==> config.mk <==
export PLATFORM = sky130hd
export DESIGN_NAME = board_sync_gen
export DESIGN_NICKNAME = d
export VERILOG_FILES = /design/src/rtl/board_sync_pkg.sv /design/src/rtl/board_sync_gen_edge.sv /design/src/rtl/board_sync_gen.sv
export SDC_FILE = /design/constraint.sdc
export NUM_CORES = 1
export LEC_CHECK = 0
export CAP_MARGIN = 20
export CORE_MARGIN = 10
export CORE_UTILIZATION = 34
export DETAILED_ROUTE_END_ITERATION = 16
export GPL_ROUTABILITY_DRIVEN = 0
export GPL_TIMING_DRIVEN = 0
export PLACE_DENSITY_LB_ADDON = 0.3
export SLEW_MARGIN = 20
export SYNTH_ARGS = -nofsm -noshare
export SYNTH_HDL_FRONTEND = slang
export SYNTH_HIERARCHICAL = 1
export SYNTH_SLANG_ARGS = --single-unit
==> constraint.sdc <==
create_clock -name clk -period 3.83 [get_ports clk]
set_clock_uncertainty 0.15 [all_clocks]
set_input_delay 0.5745 -clock clk [delete_from_list [all_inputs] [get_ports clk]]
set_output_delay 0.5745 -clock clk [all_outputs]
set_load 0.01 [all_outputs]
==> src/rtl/board_sync_pkg.sv <==
// Shared constants and helpers for the board synchroniser.
// Mode encodings, default parameter values and a saturating increment.
package board_sync_pkg;

    localparam logic MODE_SLAVE  = 1'b0;
    localparam logic MODE_MASTER = 1'b1;

    localparam int unsigned DEF_CNT_W       = 4;
    localparam int unsigned DEF_SYNC_STAGES = 2;
    localparam int unsigned DEF_LOCK_COUNT  = 4;
    localparam int unsigned DEF_ERR_W       = 8;

    // Increment value, saturating at the all-ones code of the given width.
    function automatic logic [31:0] sat_inc(input logic [31:0] value, input int unsigned width);
        logic [31:0] max_val;
        max_val = (width >= 32) ? '1 : ((32'd1 << width) - 32'd1);
        return (value >= max_val) ? max_val : value + 32'd1;
    endfunction

endpackage

==> src/rtl/board_sync_gen_edge.sv <==
// Multi-flop synchroniser for an asynchronous input.
// Provides the synchronised level and a registered one-cycle rising-edge pulse.
module sync_edge_det
    import board_sync_pkg::*;
#(
    parameter int unsigned STAGES = DEF_SYNC_STAGES
) (
    input  logic clk,
    input  logic rst_n,
    input  logic async_in,
    output logic level,
    output logic rise
);

    logic [STAGES-1:0] chain;
    logic              level_d;

    always_ff @(posedge clk or negedge rst_n) begin
        if (!rst_n) begin
            chain   <= '0;
            level_d <= 1'b0;
            rise    <= 1'b0;
        end else begin
            chain   <= {chain[STAGES-2:0], async_in};
            level_d <= chain[STAGES-1];
            rise    <= chain[STAGES-1] & ~level_d;
        end
    end

    assign level = chain[STAGES-1];

endmodule

==> src/rtl/board_sync_gen.sv <==
// Board synchroniser: generates an n-high-in-m tick pattern (master) or
// phase-locks the local pattern counter to a remote board's pattern (slave).
module board_sync_gen
    import board_sync_pkg::*;
#(
    parameter int unsigned CNT_W       = DEF_CNT_W,
    parameter int unsigned SYNC_STAGES = DEF_SYNC_STAGES,
    parameter int unsigned LOCK_COUNT  = DEF_LOCK_COUNT,
    parameter int unsigned ERR_W       = DEF_ERR_W
) (
    input  logic             clk,
    input  logic             rst_n,
    input  logic             synch_en,
    input  logic             toggle_en,
    input  logic [CNT_W-1:0] cnt_n,
    input  logic [CNT_W-1:0] cnt_m,
    input  logic             op_mode,
    input  logic             err_clr,
    input  logic             sync_i,
    output logic             sync_o,
    output logic             sync_oe,
    output logic             sync_local,
    output logic             synchroStatus,
    output logic             locked,
    output logic [ERR_W-1:0] err_cnt
);

    localparam logic [7:0] LOCK_MAX = 8'(LOCK_COUNT);

    logic             tick;
    logic             tog_level_unused;
    logic             rs;
    logic             rs_rise_unused;
    logic [CNT_W-1:0] ctr;
    logic             synch;
    logic             rs_prev;
    logic [7:0]       match_cnt;
    logic             op_mode_q;
    logic             r_edge;
    logic             slave_act;
    logic             realign;
    logic             match;
    logic             miss;

    sync_edge_det #(.STAGES(SYNC_STAGES)) u_tog_sync (
        .clk      (clk),
        .rst_n    (rst_n),
        .async_in (toggle_en),
        .level    (tog_level_unused),
        .rise     (tick)
    );

    sync_edge_det #(.STAGES(SYNC_STAGES)) u_rem_sync (
        .clk      (clk),
        .rst_n    (rst_n),
        .async_in (sync_i),
        .level    (rs),
        .rise     (rs_rise_unused)
    );

    // Slave checks are suppressed on the cycle a mode change is being absorbed.
    always_comb begin
        r_edge    = rs & ~rs_prev;
        slave_act = tick && (op_mode == MODE_SLAVE) && (op_mode == op_mode_q);
        realign   = slave_act && r_edge && (ctr != '0);
        match     = slave_act && r_edge && (ctr == '0);
        miss      = slave_act && !r_edge && (ctr == '0) && synch_en;
    end

    always_ff @(posedge clk or negedge rst_n) begin
        if (!rst_n) begin
            ctr           <= '0;
            synch         <= 1'b0;
            rs_prev       <= 1'b0;
            match_cnt     <= '0;
            op_mode_q     <= 1'b0;
            sync_oe       <= 1'b0;
            synchroStatus <= 1'b0;
            locked        <= 1'b0;
            err_cnt       <= '0;
        end else begin
            op_mode_q     <= op_mode;
            sync_oe       <= op_mode;
            synchroStatus <= (op_mode == MODE_MASTER) ? synch : rs;

            if (tick) begin
                if (realign)
                    ctr <= CNT_W'(1);
                else
                    ctr <= (ctr >= cnt_m) ? '0 : ctr + 1'b1;

                if (!synch_en)
                    synch <= 1'b0;
                else if (ctr == cnt_m)
                    synch <= 1'b1;
                else if (ctr == cnt_n)
                    synch <= 1'b0;
            end

            if (op_mode != op_mode_q) begin
                match_cnt <= '0;
                locked    <= 1'b0;
                rs_prev   <= 1'b0;
            end else begin
                if (tick)
                    rs_prev <= rs;
                if (op_mode == MODE_MASTER) begin
                    match_cnt <= '0;
                    locked    <= 1'b0;
                end else if (match) begin
                    if (match_cnt < LOCK_MAX)
                        match_cnt <= match_cnt + 8'd1;
                    if (match_cnt >= LOCK_MAX - 8'd1)
                        locked <= 1'b1;
                end else if (realign || miss) begin
                    match_cnt <= '0;
                    locked    <= 1'b0;
                end
            end

            if (err_clr)
                err_cnt <= '0;
            else if (realign || miss)
                err_cnt <= ERR_W'(sat_inc(32'(err_cnt), ERR_W));
        end
    end

    assign sync_o     = synch;
    assign sync_local = synch;

endmodule
Yosys cells after proc, flatten, opt, wreduce, memory -nomap -nowiden

Index checks and enable logic that the tools add are counted.
Widths: inputs -> output; s select.

Bitwise gates (word level): 5
Eq/ne operators: 7
Reduce and logical (&&, ||, !) cells: 18
Multiplexer cells: 21
Magnitude comparators: 4
$add $sub $neg: 3

Operators by type and width:

| operator            | number |
|---|---|
| $mux 8              | 8 |
| $add 8x1->8 const B | 2 |
| $mux 1              | 11 |
| $eq 4x4->1          | 2 |
| $ge 8x2->1 const B  | 1 |
| $ge 8x8->1 const B  | 1 |
| $logic_and 1x1->1   | 8 |
| $lt 8x3->1 const B  | 1 |
| $mux 4              | 2 |
| $ne 4x2->1 const B  | 2 |
| $reduce_bool 4->1   | 2 |
| $reduce_and 2->1    | 3 |
| $add 4x1->4 const B | 1 |
| $ge 4x4->1          | 1 |
| $logic_not 4->1     | 1 |
| $reduce_bool 2->1   | 2 |
| $ne 3x1->1 const B  | 1 |
| $not 1->1           | 3 |
| $and 1x1->1         | 2 |
| $eq 1x1->1          | 1 |
| $logic_not 1->1     | 1 |
| $logic_or 1x1->1    | 1 |
| $ne 1x1->1          | 1 |

Logic and storage cells: 70
Register bits after elaboration: 31

Depth between registers and ports, before layout

Depth in word-level cells: 11
Mapped depth: 8
Gate-level depth less buffers: 7

Cells and area by module

Netlist, hierarchy kept.

By module, submodules not included:

| module         | seq. area each (um^2) | area an instance (um^2) | instances | cells each |
|---|---|---|---|---|
| board_sync_gen | 625.6                 | 1428.9                  | 1         | 143 |
| sync_edge_det  | 100.1                 | 113.9                   | 2         | 5 |

Worst setup path before layout

No wires, ideal clock.

Path type: register to register
Start: register ctr[0]
End: register err_cnt[5]
Cell stages (with the launch flop): 9
Path slack: 1.703 ns
Arrival time: 1.878 ns
Path through: dfrtp_1 > inv_1 > ha_1 > nand2b_4 > or4b_4 > a21oi_4 > buf_6 > a21oi_2 > a311oi_1

Longest elaborated chain between the ends: 5
Elaborated cells on any way between the ends: 7
Classes of those cells: reduce/logical (7)

RTL lines:

| element                         | RTL line              | RTL |
|---|---|---|
| start, declared                 | board_sync_gen.sv:34  | `logic [CNT_W-1:0] ctr;` |
| start signal, assigned          | board_sync_gen.sv:90  | `ctr <= (ctr >= cnt_m) ? '0 : ctr + 1'b1;` |
| $logic_not 4->1                 | board_sync_gen.sv:67  | `miss = slave_act && !r_edge && (ctr == '0) && synch_en;` |
| $logic_and 1x1->1 (2 in series) | board_sync_gen.sv:67  |  |
| $logic_or 1x1->1 *              | board_sync_gen.sv:123 | `else if (realign \|\| miss)` |
| $reduce_bool 2->1 (no line) *   | -                     |  |
| end signal, assigned            | board_sync_gen.sv:124 | `err_cnt <= ERR_W'(sat_inc(32'(err_cnt), ERR_W));` |
| end, declared                   | board_sync_gen.sv:25  | `output logic [ERR_W-1:0] err_cnt` |

Mark *: on every way between the ends. The rest lies on a longest branch, timed or not.
A chain may end at the register's enable or synchronous reset.

Final worst setup path

Start: input port op_mode
End: register err_cnt[3]

Longest elaborated chain between the ends: 8
Elaborated cells on any way between the ends: 11
Classes of those cells: eq/ne (1); bitwise (1); reduce/logical (9)

RTL lines:

| element                         | RTL line              | RTL |
|---|---|---|
| start, declared                 | board_sync_gen.sv:17  | `input logic op_mode,` |
| $not 1->1                       | board_sync_gen.sv:64  | `slave_act = tick && (op_mode == MODE_SLAVE) && (op_mode == op_mode_q);` |
| $logic_and 1x1->1               | board_sync_gen.sv:64  |  |
| $logic_and 1x1->1 *             | board_sync_gen.sv:64  |  |
| $logic_and 1x1->1 (3 in series) | board_sync_gen.sv:67  |  |
| $logic_or 1x1->1 *              | board_sync_gen.sv:123 |  |
| $reduce_bool 2->1 (no line) *   | -                     |  |

Marked as above.

==> tab_implementation.tex <==
\begin{tabular}{lr}
\hline
Metric & Value \\
\hline
\multicolumn{2}{l}{\textbf{Logic synthesis}} \\
Yosys Warn Count & 6 \\
Cells after synthesis & 150 \\
Average cell area after synthesis & 10.6 µm² \\
Cell area after synthesis & 0.00159 mm² \\
Synthesized net count & 173 \\
\multicolumn{2}{l}{\textbf{Routing}} \\
Number of nets with antenna violations after detailed routing & 0 \\
Detailed Route Iter0 Violations & 69 \\
Total number of vias & 1,237 \\
Detailed-router iteration count before antenna repair & 4 \\
Via/cell ratio & 5.26 \\
Per-cell routed wire length & 14.3 µm \\
DR DRC count & 0 \\
Detailed Route WL & 3360 µm \\
\multicolumn{2}{l}{\textbf{STA}} \\
Number of pins exceeding their max-slew limit in the final report & 0 \\
Share of the clock period used by the worst path & 0.647 \\
Sum of negative setup slack & 0 ns \\
Worst-Margin Slew & 0.674 ns \\
Final number of setup-violating endpoints & 0 \\
Unrepaired setup endpoints after global routing & no \\
Worst hold slack & 0.177 ns \\
Fin crit period & 2.48 ns \\
Achievable Freq & 404 MHz \\
Rel. slew slack & 0.551 \\
Number of failing hold endpoints at the final stage & 0 \\
\multicolumn{2}{l}{\textbf{Critical path}} \\
Source of the critical timing path & op\_mode \\
Slowest stage cell on the critical path & clkdlybuf4s50\_1 \\
CP Cell Sequence & clkdlybuf4s50\_1 > or2\_1 > clkbuf\_1 > or2\_2 > a21oi\_4 > buf\_6 > a21oi\_2 > a311oi\_1 \\
Kind of capture point of the worst setup path & flop \\
Critical path's top delay family & buffers and inverters \\
Critical path type & in2reg \\
Bufs and invs on worst path & 3 \\
Crit path DAT & 2.51 ns \\
Worst stage delay on the critical path & 0.46 ns \\
Required @ worst endpoint & 3.86 ns \\
CP Max Fanout & 10 \\
Startpoint of the worst register-to-register path & ctr[0] \\
Launching element type of the critical path & primary input \\
\multicolumn{2}{l}{\textbf{GRT}} \\
Met2 Usage GRT & 0.167 \\
Global-route layer with the greatest usage & met2 \\
Initial antenna violation count & 0 \\
Via count of the first global-routing pass & 1,317 \\
Global router's overall resource usage & 0.0965 \\
Wire length of the first global-routing pass & 5870 µm \\
Grt met3 use & 0.0267 \\
Met1 demand-to-capacity share in global routing & 0.101 \\
Remaining Overflow, GRT & 0 \\
Pin count of the biggest net entering global routing & 32 \\
\multicolumn{2}{l}{\textbf{Placed design}} \\
Number of buffer cells added on primary ports & 26 \\
Half-perimeter wire length after placement & 2560 µm \\
\multicolumn{2}{l}{\textbf{Floorplan}} \\
Num ports & 28 \\
Row Count & 24 \\
Die boundary width & 88.4 µm \\
Die height & 88.4 µm \\
Starting density of the core & 0.358 \\
Core ar. & 0.00444 mm² \\
DIE AREA & 0.00782 mm² \\
\multicolumn{2}{l}{\textbf{Min path}} \\
Path class of the lowest-slack min-delay path & in2async \\
\multicolumn{2}{l}{\textbf{Layout}} \\
Final net count & 206 \\
Diode count & 0 \\
Share of layout cells above drive strength 1 & 0.115 \\
Area delta synth->final & 25.6\% \\
Filler Cells Inserted & 416 \\
\multicolumn{2}{l}{\textbf{Power and ir drop}} \\
Total power divided by cell area & 428 mW/mm² \\
Leakage component of the power & 0.908 nW \\
Peak ir drop on the vdd network & 0.000211 V \\
\multicolumn{2}{l}{\textbf{CTS}} \\
CTS Root Cell & clkbuf\_8 \\
CTS max path bufs & 2 \\
Setup Fix Bufs, Post-CTS & 0 \\
Worst-skew pair later-pin latency & 0.28 ns \\
Total clock buffers created by CTS & 5 \\
Clock-pin slew on the worst setup and hold paths & 0.06 ns \\
Sink Count & 31 \\
H-tree levels & 2 \\
Post-cts resize count & 0 \\
Hold\_buf cts & 0 \\
CTS tree & yes \\
\multicolumn{2}{l}{\textbf{Job}} \\
\# Max-Cap Violations & 0 \\
\multicolumn{2}{l}{\textbf{Status}} \\
Result of the run & finished, final reports clean \\
\hline
\end{tabular}
==> placed cells by master, fill, tap and decap left out, types with 2 or more instances in the layout <==
cell / n
nand2_1: 8
nand3_1: 4
nor2b_1: 3
clkdlybuf4s50_1: 25
xor2_1: 4
a31oi_1: 3
a21oi_1: 6
and4_1: 4
ha_1: 8
a211oi_1: 2
inv_1: 9
and2_1: 7
mux2i_1: 3
nor3_1: 5
clkbuf_1: 2
o21ai_0: 2
clkbuf_8: 6
a21oi_2: 2
a311oi_1: 3
nor2b_4: 2
nand4_1: 2
dfrtp_1: 31
and3_1: 5
nor2_1: 12
==> layout make-up <==
cell class / instances / area (µm²) / area share
Buffer: 5 / 30.0 / 0.0150
Clock buffer: 6 / 82.6 / 0.0413
Clock inverter: 1 / 5.00 / 0.00250
Inverter: 9 / 33.8 / 0.0169
Multi-Input combinational cell: 105 / 753 / 0.376
Sequential cell: 31 / 776 / 0.388
Tap cell: 52 / 65.1 / 0.0325
Timing Repair Buffer: 26 / 255 / 0.128
==> per-layer routing <==
metal	up-vias	share of wire
met1	607	0.41
met3	8	0.038
met4	0	0.020
li1	602	-
met5	-	0
met2	20	0.53
==> path summary, 6_finish.rpt <==
check | endpoint | slack, ns | depth (start not counted)
setup / recovery | err_cnt[3] | 1.35 | 8
hold / removal | op_mode_q | 0.18 | 1
setup reg to reg | err_cnt[3] | 1.49 | 8
hold reg to reg | u_rem_sync/chain[1] | 0.20 | 0
max in group asynchronous | err_cnt[1] | 2.91 | 1
min in group clk | u_rem_sync/chain[1] | 0.20 | 0
==> metrics by stage <==
stage / cell area [µm²] / total power (W) / cells / setup WS, ns / utilization
floorplan: 1590 / 0.000530 / 150 / 1.70 / -
global placement: 1920 / 0.000595 / 228 / 1.09 / 0.432
detailed placement: 1910 / 0.000605 / 228 / 1.06 / 0.430
CTS: 2000 / 0.000868 / 235 / 1.35 / 0.450
global route: 2000 / 0.000912 / 235 / 1.18 / 0.450
finish: 2000 / 0.000856 / 235 / 1.35 / 0.450
==> report_power, final <==
part           internal, W  switching, W
sequential        0.000354     0.0000422
combinational     0.000102     0.0000991
clock             0.000141      0.000119
total             0.000597      0.000260
==> flip-flops by register name, indices dropped and copies added, names as in the netlist <==
register	count
ctr	4
err_cnt	8
locked	1
match_cnt	8
op_mode_q	1
rs_prev	1
sync_local	1
synchroStatus	1
u_rem_sync/chain	2
u_tog_sync/chain	2
u_tog_sync/level_d	1
u_tog_sync/rise	1
(Power assumes the default switching activity.)
